$ cat src/rtl/truth_table_sweeper_pkg.sv
// Shared types and limits for the truth-table sweeper family.
package truth_table_pkg;

  localparam int MAX_INPUTS = 16;
  localparam int MAX_DWELL  = 255;

  typedef enum logic [1:0] {
    IDLE,
    DRIVE,
    DONE
  } state_t;

  // Number of DRIVE cycles in one full sweep.
  function automatic int unsigned sweep_cycles(input int unsigned n, input int unsigned dwell);
    return (32'd1 << n) * dwell;
  endfunction

endpackage

$ cat src/rtl/truth_table_sweeper_dwell_counter.sv
// Per-vector dwell timer: counts 0..DWELL-1 while enabled and flags the final cycle.
module dwell_counter #(
  parameter int DWELL = 2
) (
  input  logic clk,
  input  logic reset,
  input  logic clr,
  input  logic en,
  output logic last
);

  localparam int W = (DWELL > 1) ? $clog2(DWELL) : 1;
  localparam logic [W-1:0] TERM = W'(DWELL - 1);

  logic [W-1:0] count;

  always_ff @(posedge clk) begin
    if (reset || clr) begin
      count <= '0;
    end else if (en) begin
      count <= last ? '0 : count + 1'b1;
    end
  end

  // With DWELL=1 the count never leaves zero, so every cycle is a compare cycle.
  assign last = (count == TERM);

endmodule

$ cat src/rtl/truth_table_sweeper.sv
// Exhaustive stimulus engine: walks every input combination, compares reference
// and candidate outputs at the end of each dwell, and summarises the result.
module truth_table_sweeper #(
  parameter int N_INPUTS = 3,
  parameter int DWELL    = 2
) (
  input  logic                clk,
  input  logic                reset,
  input  logic                start,
  input  logic                y_ref,
  input  logic                y_dut,
  output logic [N_INPUTS-1:0] vector,
  output logic                busy,
  output logic                done,
  output logic                pass,
  output logic [N_INPUTS:0]   mismatch_count,
  output logic                first_fail_valid,
  output logic [N_INPUTS-1:0] first_fail_vec
);
  import truth_table_pkg::*;

  state_t            state;
  logic              last;
  logic              mismatch;
  logic              all_ones;
  logic [N_INPUTS:0] count_nxt;

  dwell_counter #(.DWELL(DWELL)) u_dwell (
    .clk   (clk),
    .reset (reset),
    .clr   (state != DRIVE),
    .en    (state == DRIVE),
    .last  (last)
  );

  // Only consumed on compare cycles, so y_* are don't-care elsewhere.
  assign mismatch  = y_ref ^ y_dut;
  assign count_nxt = mismatch_count + (N_INPUTS+1)'(mismatch);
  assign all_ones  = &vector;

  always_ff @(posedge clk) begin
    if (reset) begin
      state            <= IDLE;
      vector           <= '0;
      busy             <= 1'b0;
      done             <= 1'b0;
      pass             <= 1'b0;
      mismatch_count   <= '0;
      first_fail_valid <= 1'b0;
      first_fail_vec   <= '0;
    end else begin
      case (state)
        IDLE, DONE: begin
          if (start) begin
            state            <= DRIVE;
            vector           <= '0;
            busy             <= 1'b1;
            done             <= 1'b0;
            pass             <= 1'b0;
            mismatch_count   <= '0;
            first_fail_valid <= 1'b0;
            first_fail_vec   <= '0;
          end
        end
        DRIVE: begin
          if (last) begin
            mismatch_count <= count_nxt;
            if (mismatch && !first_fail_valid) begin
              first_fail_valid <= 1'b1;
              first_fail_vec   <= vector;
            end
            if (all_ones) begin
              state <= DONE;
              busy  <= 1'b0;
              done  <= 1'b1;
              pass  <= (count_nxt == '0);
            end else begin
              vector <= vector + 1'b1;
            end
          end
        end
        default: state <= IDLE;
      endcase
    end
  end

endmodule

$ cat config.mk
export PLATFORM = sky130hd
export DESIGN_NAME = truth_table_sweeper
export DESIGN_NICKNAME = d
export VERILOG_FILES = /design/src/rtl/truth_table_sweeper_pkg.sv /design/src/rtl/truth_table_sweeper_dwell_counter.sv /design/src/rtl/truth_table_sweeper.sv
export SDC_FILE = /design/constraint.sdc
export NUM_CORES = 1
export LEC_CHECK = 0
export BUFFER_PORTS_ARGS = -buffer_cell sky130_fd_sc_hd__buf_2
export CORE_MARGIN = 3
export CORE_UTILIZATION = 40
export DETAILED_ROUTE_END_ITERATION = 8
export GPL_TIMING_DRIVEN = 0
export SYNTH_ARGS = -nofsm -noshare
export SYNTH_HDL_FRONTEND = slang
export SYNTH_SLANG_ARGS = --single-unit
$ cat constraint.sdc
create_clock -name clk -period 2.54 [get_ports clk]
set_input_delay 0.381 -clock clk [delete_from_list [all_inputs] [get_ports clk]]
set_output_delay 0.381 -clock clk [all_outputs]
set_load 0.005 [all_outputs]
== After elaboration in Yosys (flattened, before gate mapping) ==
Cells that the tools add are included.
Storage, ports and cells
  register bits after elaboration: 17
  bits of input ports: 5
Cells by class
  add/subtract/negate cells: 3
  mux-type cells: 29
  equal/unequal tests: 8
  reductions and logical operators: 13
  bitwise logic cells: 1
Operators by type and width (count)
  2-to-1 mux 3 bit: 5
  one-hot mux 3 bit (2 select lines): 2
  AND reduction 4 bit: 3
  2-to-1 mux 1 bit: 11
  inequality test 2 bit, second input constant: 5
  AND reduction 3 bit: 3
  2-to-1 mux 4 bit: 2
  one-hot mux 1 bit (2 select lines): 4
  one-hot mux 4 bit (2 select lines): 1
  2-to-1 mux 2 bit: 3
  adder 4 x 1 -> 4 bit: 1
  logical NOT 4 bit: 1
  one-hot mux 2 bit (2 select lines): 1
  adder 3 x 1 -> 3 bit, second input constant: 1
  == test 2 x 1 -> 1 bit, second input constant: 1
  == test 2 bit, second input constant: 1
  logical NOT 2 bit: 1
  inequality test 2 x 1 -> 1 bit, second input constant: 1
  nonzero test 2 bit: 1
  OR reduction 2 bit: 1
  adder 1 bit, second input constant: 1
  logical AND 1 bit: 1
  logical NOT 1 bit: 1
  logical OR 1 bit: 1
  XOR 1 bit: 1

== Longest topological paths before layout ==
  word-level depth: 6
  mapped depth: 7
  mapped depth without buffers: 7

== By module ==
A second synthesis with hierarchy kept.
Second synthesis, totals
  cell total of the unflattened synthesis: 86
  area, all modules: 799.5 um2
Modules (own cells, without submodules)
  truth_table_sweeper: cells an instance 83, times used 1, area an instance 760.7 um2
  dwell_counter: cells an instance 3, times used 1, area an instance 38.8 um2

== Worst setup path after synthesis ==
No wires, ideal clock.
  kind: input-to-reg
  from: input y_dut
  to: register pass
  path slack: 583 ps
  required time: 2453 ps
  arrival time: 1869 ps
  buffers on the path: 0
  stages on the path: 6
  cells stage by stage: xnor2_1 inv_2 ha_1 ha_1 or4_1 o31ai_1
Between the ends
  word-level cells in the longest chain between the ends: 6
Ends and longest elaborated chain
  start, declared: line truth_table_sweeper.sv:11  | input logic y_dut,
  XOR 1 bit: line truth_table_sweeper.sv:37  | assign mismatch = y_ref ^ y_dut;
  adder 4 x 1 -> 4 bit: line truth_table_sweeper.sv:38  | assign count_nxt = mismatch_count + (N_INPUTS+1)'(mismatch);
  logical NOT 4 bit: line truth_table_sweeper.sv:76  | pass <= (count_nxt == '0);
  2-to-1 mux 1 bit: line truth_table_sweeper.sv:72  | if (all_ones) begin
  2-to-1 mux 1 bit: line truth_table_sweeper.sv:66  | if (last) begin
  one-hot mux 1 bit (2 select lines): line truth_table_sweeper.sv:52  | case (state)
  end signal, assigned: line truth_table_sweeper.sv:76
  end, declared: line truth_table_sweeper.sv:15  | output logic pass,
Every way passes these cells. The select of a mux whose other input is x is not followed.
A chain may end at the register's enable or synchronous reset.

== Worst setup path in the final report ==
Same ends and word-level chain as after synthesis.

==> flow_metrics.py <==
metrics = {
    "outcome": {
        "status": "completed",
    },
    "synthesis": {
        "synth_top_area_frac": 0.431,
        "synth_area_leaders": "dfxtp_1 (43%), a21oi_1 (8.2%), ha_1 (6.3%)",
        "ys_types": 27,
        "yosys_warnings": 0,
        "synth_seq_area_share": 0.431,
        "synth_area_um2": 790,
        "ys_ff_latch": 17,
        "synth_largest_area_cell": "dfxtp_1",
        "syn_area_per_cell_um2": 9.40,
        "syn-num-nets": 93,
        "syn_inst": 84,
    },
    "timing": {
        "relSlewSlack": 0.696,
        "setup_violations": 0,
        "finalCritPeriodShare": 0.772,
        "finalClockSkew_ps": 2.09,
        "post-route-min-period_ps": 1960,
        "rsz0062_at_grt": "no",
        "maxSlewViolCount": 0,
        "hold_viol": 0,
        "tightest_slew_ps": 456,
        "max_freq_mhz": 510,
        "fin_setup_tns_ps": 0,
    },
    "final_layout": {
        "drive_above_1_share": 0.238,
        "n_antenna_cell": 0,
        "instances_no_fill": 130,
        "area_delta_synth_final_pct": 18.1,
        "fin_nets": 115,
    },
    "min_path": {
        "hp-class": "in2reg",
    },
    "detailed_routing": {
        "vias": 717,
        "wl_per_cell_um": 13.4,
        "first_iter_violations": 7,
        "dr.pass1.iters": 4,
        "drc": 0,
        "final_antenna_net_count": 0,
        "detail_route.vias_per_cell": 5.52,
        "wirelength_um": 1740,
    },
    "clocking": {
        "cts-root-buf": "clkbuf_4",
        "ctsLongestPathBuffers": 2,
        "post-cts-setup-buffers": 0,
        "ctsResizeCount": 0,
        "hold_buffers": 0,
        "clk_latency_ps": 290,
        "clock_sinks": 17,
        "clk_pin_slew_ps": 100,
        "htreeDepth": 1,
        "cts_buffers": 3,
        "cts_tree": "yes",
    },
    "power_and_ir_drop": {
        "leakagePower_nw": 0.393,
        "seq_power_share": 0.591,
        "p_int_mw": 0.347,
        "p_switching_mw": 0.116,
        "clockPowerShare": 0.319,
        "ir_drop_v": 0.000261,
        "swShare": 0.251,
        "p_comb_frac": 0.091,
        "power_density_nw_per_um2": 498,
    },
    "die": {
        "io-pin-count": 19,
        "fp.coreArea_um2": 1800,
        "fp.dieW_um": 50.4,
        "die_y_um": 50.4,
        "start_util": 0.438,
        "dieArea_um2": 2540,
        "rows": 15,
    },
    "critical_path": {
        "cp_slowest_cell": "or4_1",
        "worstPathCellList": "buf_2, xnor2_1, inv_2, ha_1, ha_1, xor2_1, or4_1, o31ai_1",
        "critical_path_arrival_ps": 2180,
        "worstSetupPathType": "in2reg",
        "critPathBufInv": 2,
        "worst_path_most_repeated_cell": "ha_1",
        "cpPeakStageDelay_ps": 440,
        "crit_family": "adder cells",
        "endpoint_kind": "register",
        "cp_max_fo": 5,
        "cp-start-kind": "input pin",
        "critical_path_required_ps": 2760,
    },
    "global_routing": {
        "grt_max_degree": 11,
        "grt-ovfl-total": 0,
        "grt_pass1_wl_um": 2880,
        "grt_pass1_vias": 652,
        "track_usage": 0.150,
        "antenna_found_initial": 0,
    },
    "place": {
        "place.gp.congestion": 0.720,
        "place_inst": 126,
        "dpl.hpwl_um": 1180,
        "portBuffers": 17,
    },
    "run": {
        "cap_violations": 0,
    },
}
-- sequential cells by signal, summed over array words and instances, names as in the netlist --
register / count
state: 2
pass: 1
vector: 3
busy: 1
u_dwell.last: 1
done: 1
first_fail_valid: 1
first_fail_vec: 3
mismatch_count: 4
-- per-stage QoR --
stage / hold WS (ps) / util / setup slack (ps) / power [mW] / area [um2]
5_1_grt: 268 / 0.517 / 440 / 0.481 / 932
4_1_cts: 266 / 0.517 / 592 / 0.468 / 932
3_3_place_gp: 438 / 0.503 / 302 / 0.322 / 906
2_1_floorplan: 449 / - / 583 / 0.309 / 790
6_report: 276 / 0.517 / 578 / 0.464 / 932
3_5_place_dp: 441 / 0.503 / 282 / 0.322 / 906
-- cell families (layout without fill, tap and decap cells) --
family | Yosys count | in the layout | share of synthesized area
buffers and inverters | 6 | 27 | 0.0460
DFF | 17 | 17 | 0.431
adders and majority gates | 4 | 4 | 0.0634
xor gates and xnor gates | 3 | 3 | 0.0333
AOI/OAI and AO/OA | 21 | 21 | 0.168
and+or+nand+nor | 33 | 33 | 0.258
-- metal layers --
layer	GRT usage	up-vias	routed length, um
met5	0	-	0
met4	0.0673	0	28
met3	0.0534	5	105
met2	0.239	21	800
met1	0.181	332	806
li1	-	359	-
-- synth_stat cells --
cell and count:
o31ai_1 1, a311oi_1 2, xor2_1 1, buf_4 1
nand2b_1 3, a21oi_1 13, ha_1 4, buf_6 1
dfxtp_1 17, a41oi_1 1, and3b_1 1, a22oi_1 1
clkbuf_1 1, nand4b_1 2, nand3b_1 2, nor2_1 1
nor4b_1 1, xnor2_1 2, buf_2 2, nand3_1 9
nand2_1 9, o311ai_1 3, and4bb_1 2, or3b_1 1
or4_1 1, nand4bb_1 1, inv_2 1
-- worst paths after layout --
check,start,to,slack (ps),depth (start not counted)
worst max register to register,mismatch_count[0],pass,880,5
worst min-delay path,reset,done,280,2
worst min register to register,done,done,450,2
worst max-delay path,y_dut,pass,580,8
-- layout by cell type, fill, tap and decap left out, types with 2 or more instances in the layout --
cell type	count
buf_2	19
dfxtp_1	17
a21oi_1	13
nand3_1	9
nand2_1	9
ha_1	4
nand2b_1	3
o311ai_1	3
clkbuf_4	3
xnor2_1	2
and4bb_1	2
nand3b_1	2
clkbuf_1	2
nand4b_1	2
a311oi_1	2
-- power by group through the flow --
stage	Clock, mW	Combinational, mW	Sequential [mW]
floorplan	0	0.0287	0.280
global placement	0	0.0414	0.280
detailed placement	0	0.0418	0.280
CTS	0.152	0.0419	0.274
global route	0.160	0.0462	0.275
finish	0.148	0.0420	0.274
-- final cells by class --
type,instances,area [um2]
multi-input cells,61,413
flip-flops and latches,17,340
plain buffers,5,32.5
fillers,182,870
clock buffers,4,26.3
well taps,25,31.3
inverters,1,3.75
repair buffers,17,85.1
(Power assumes the default switching activity.)
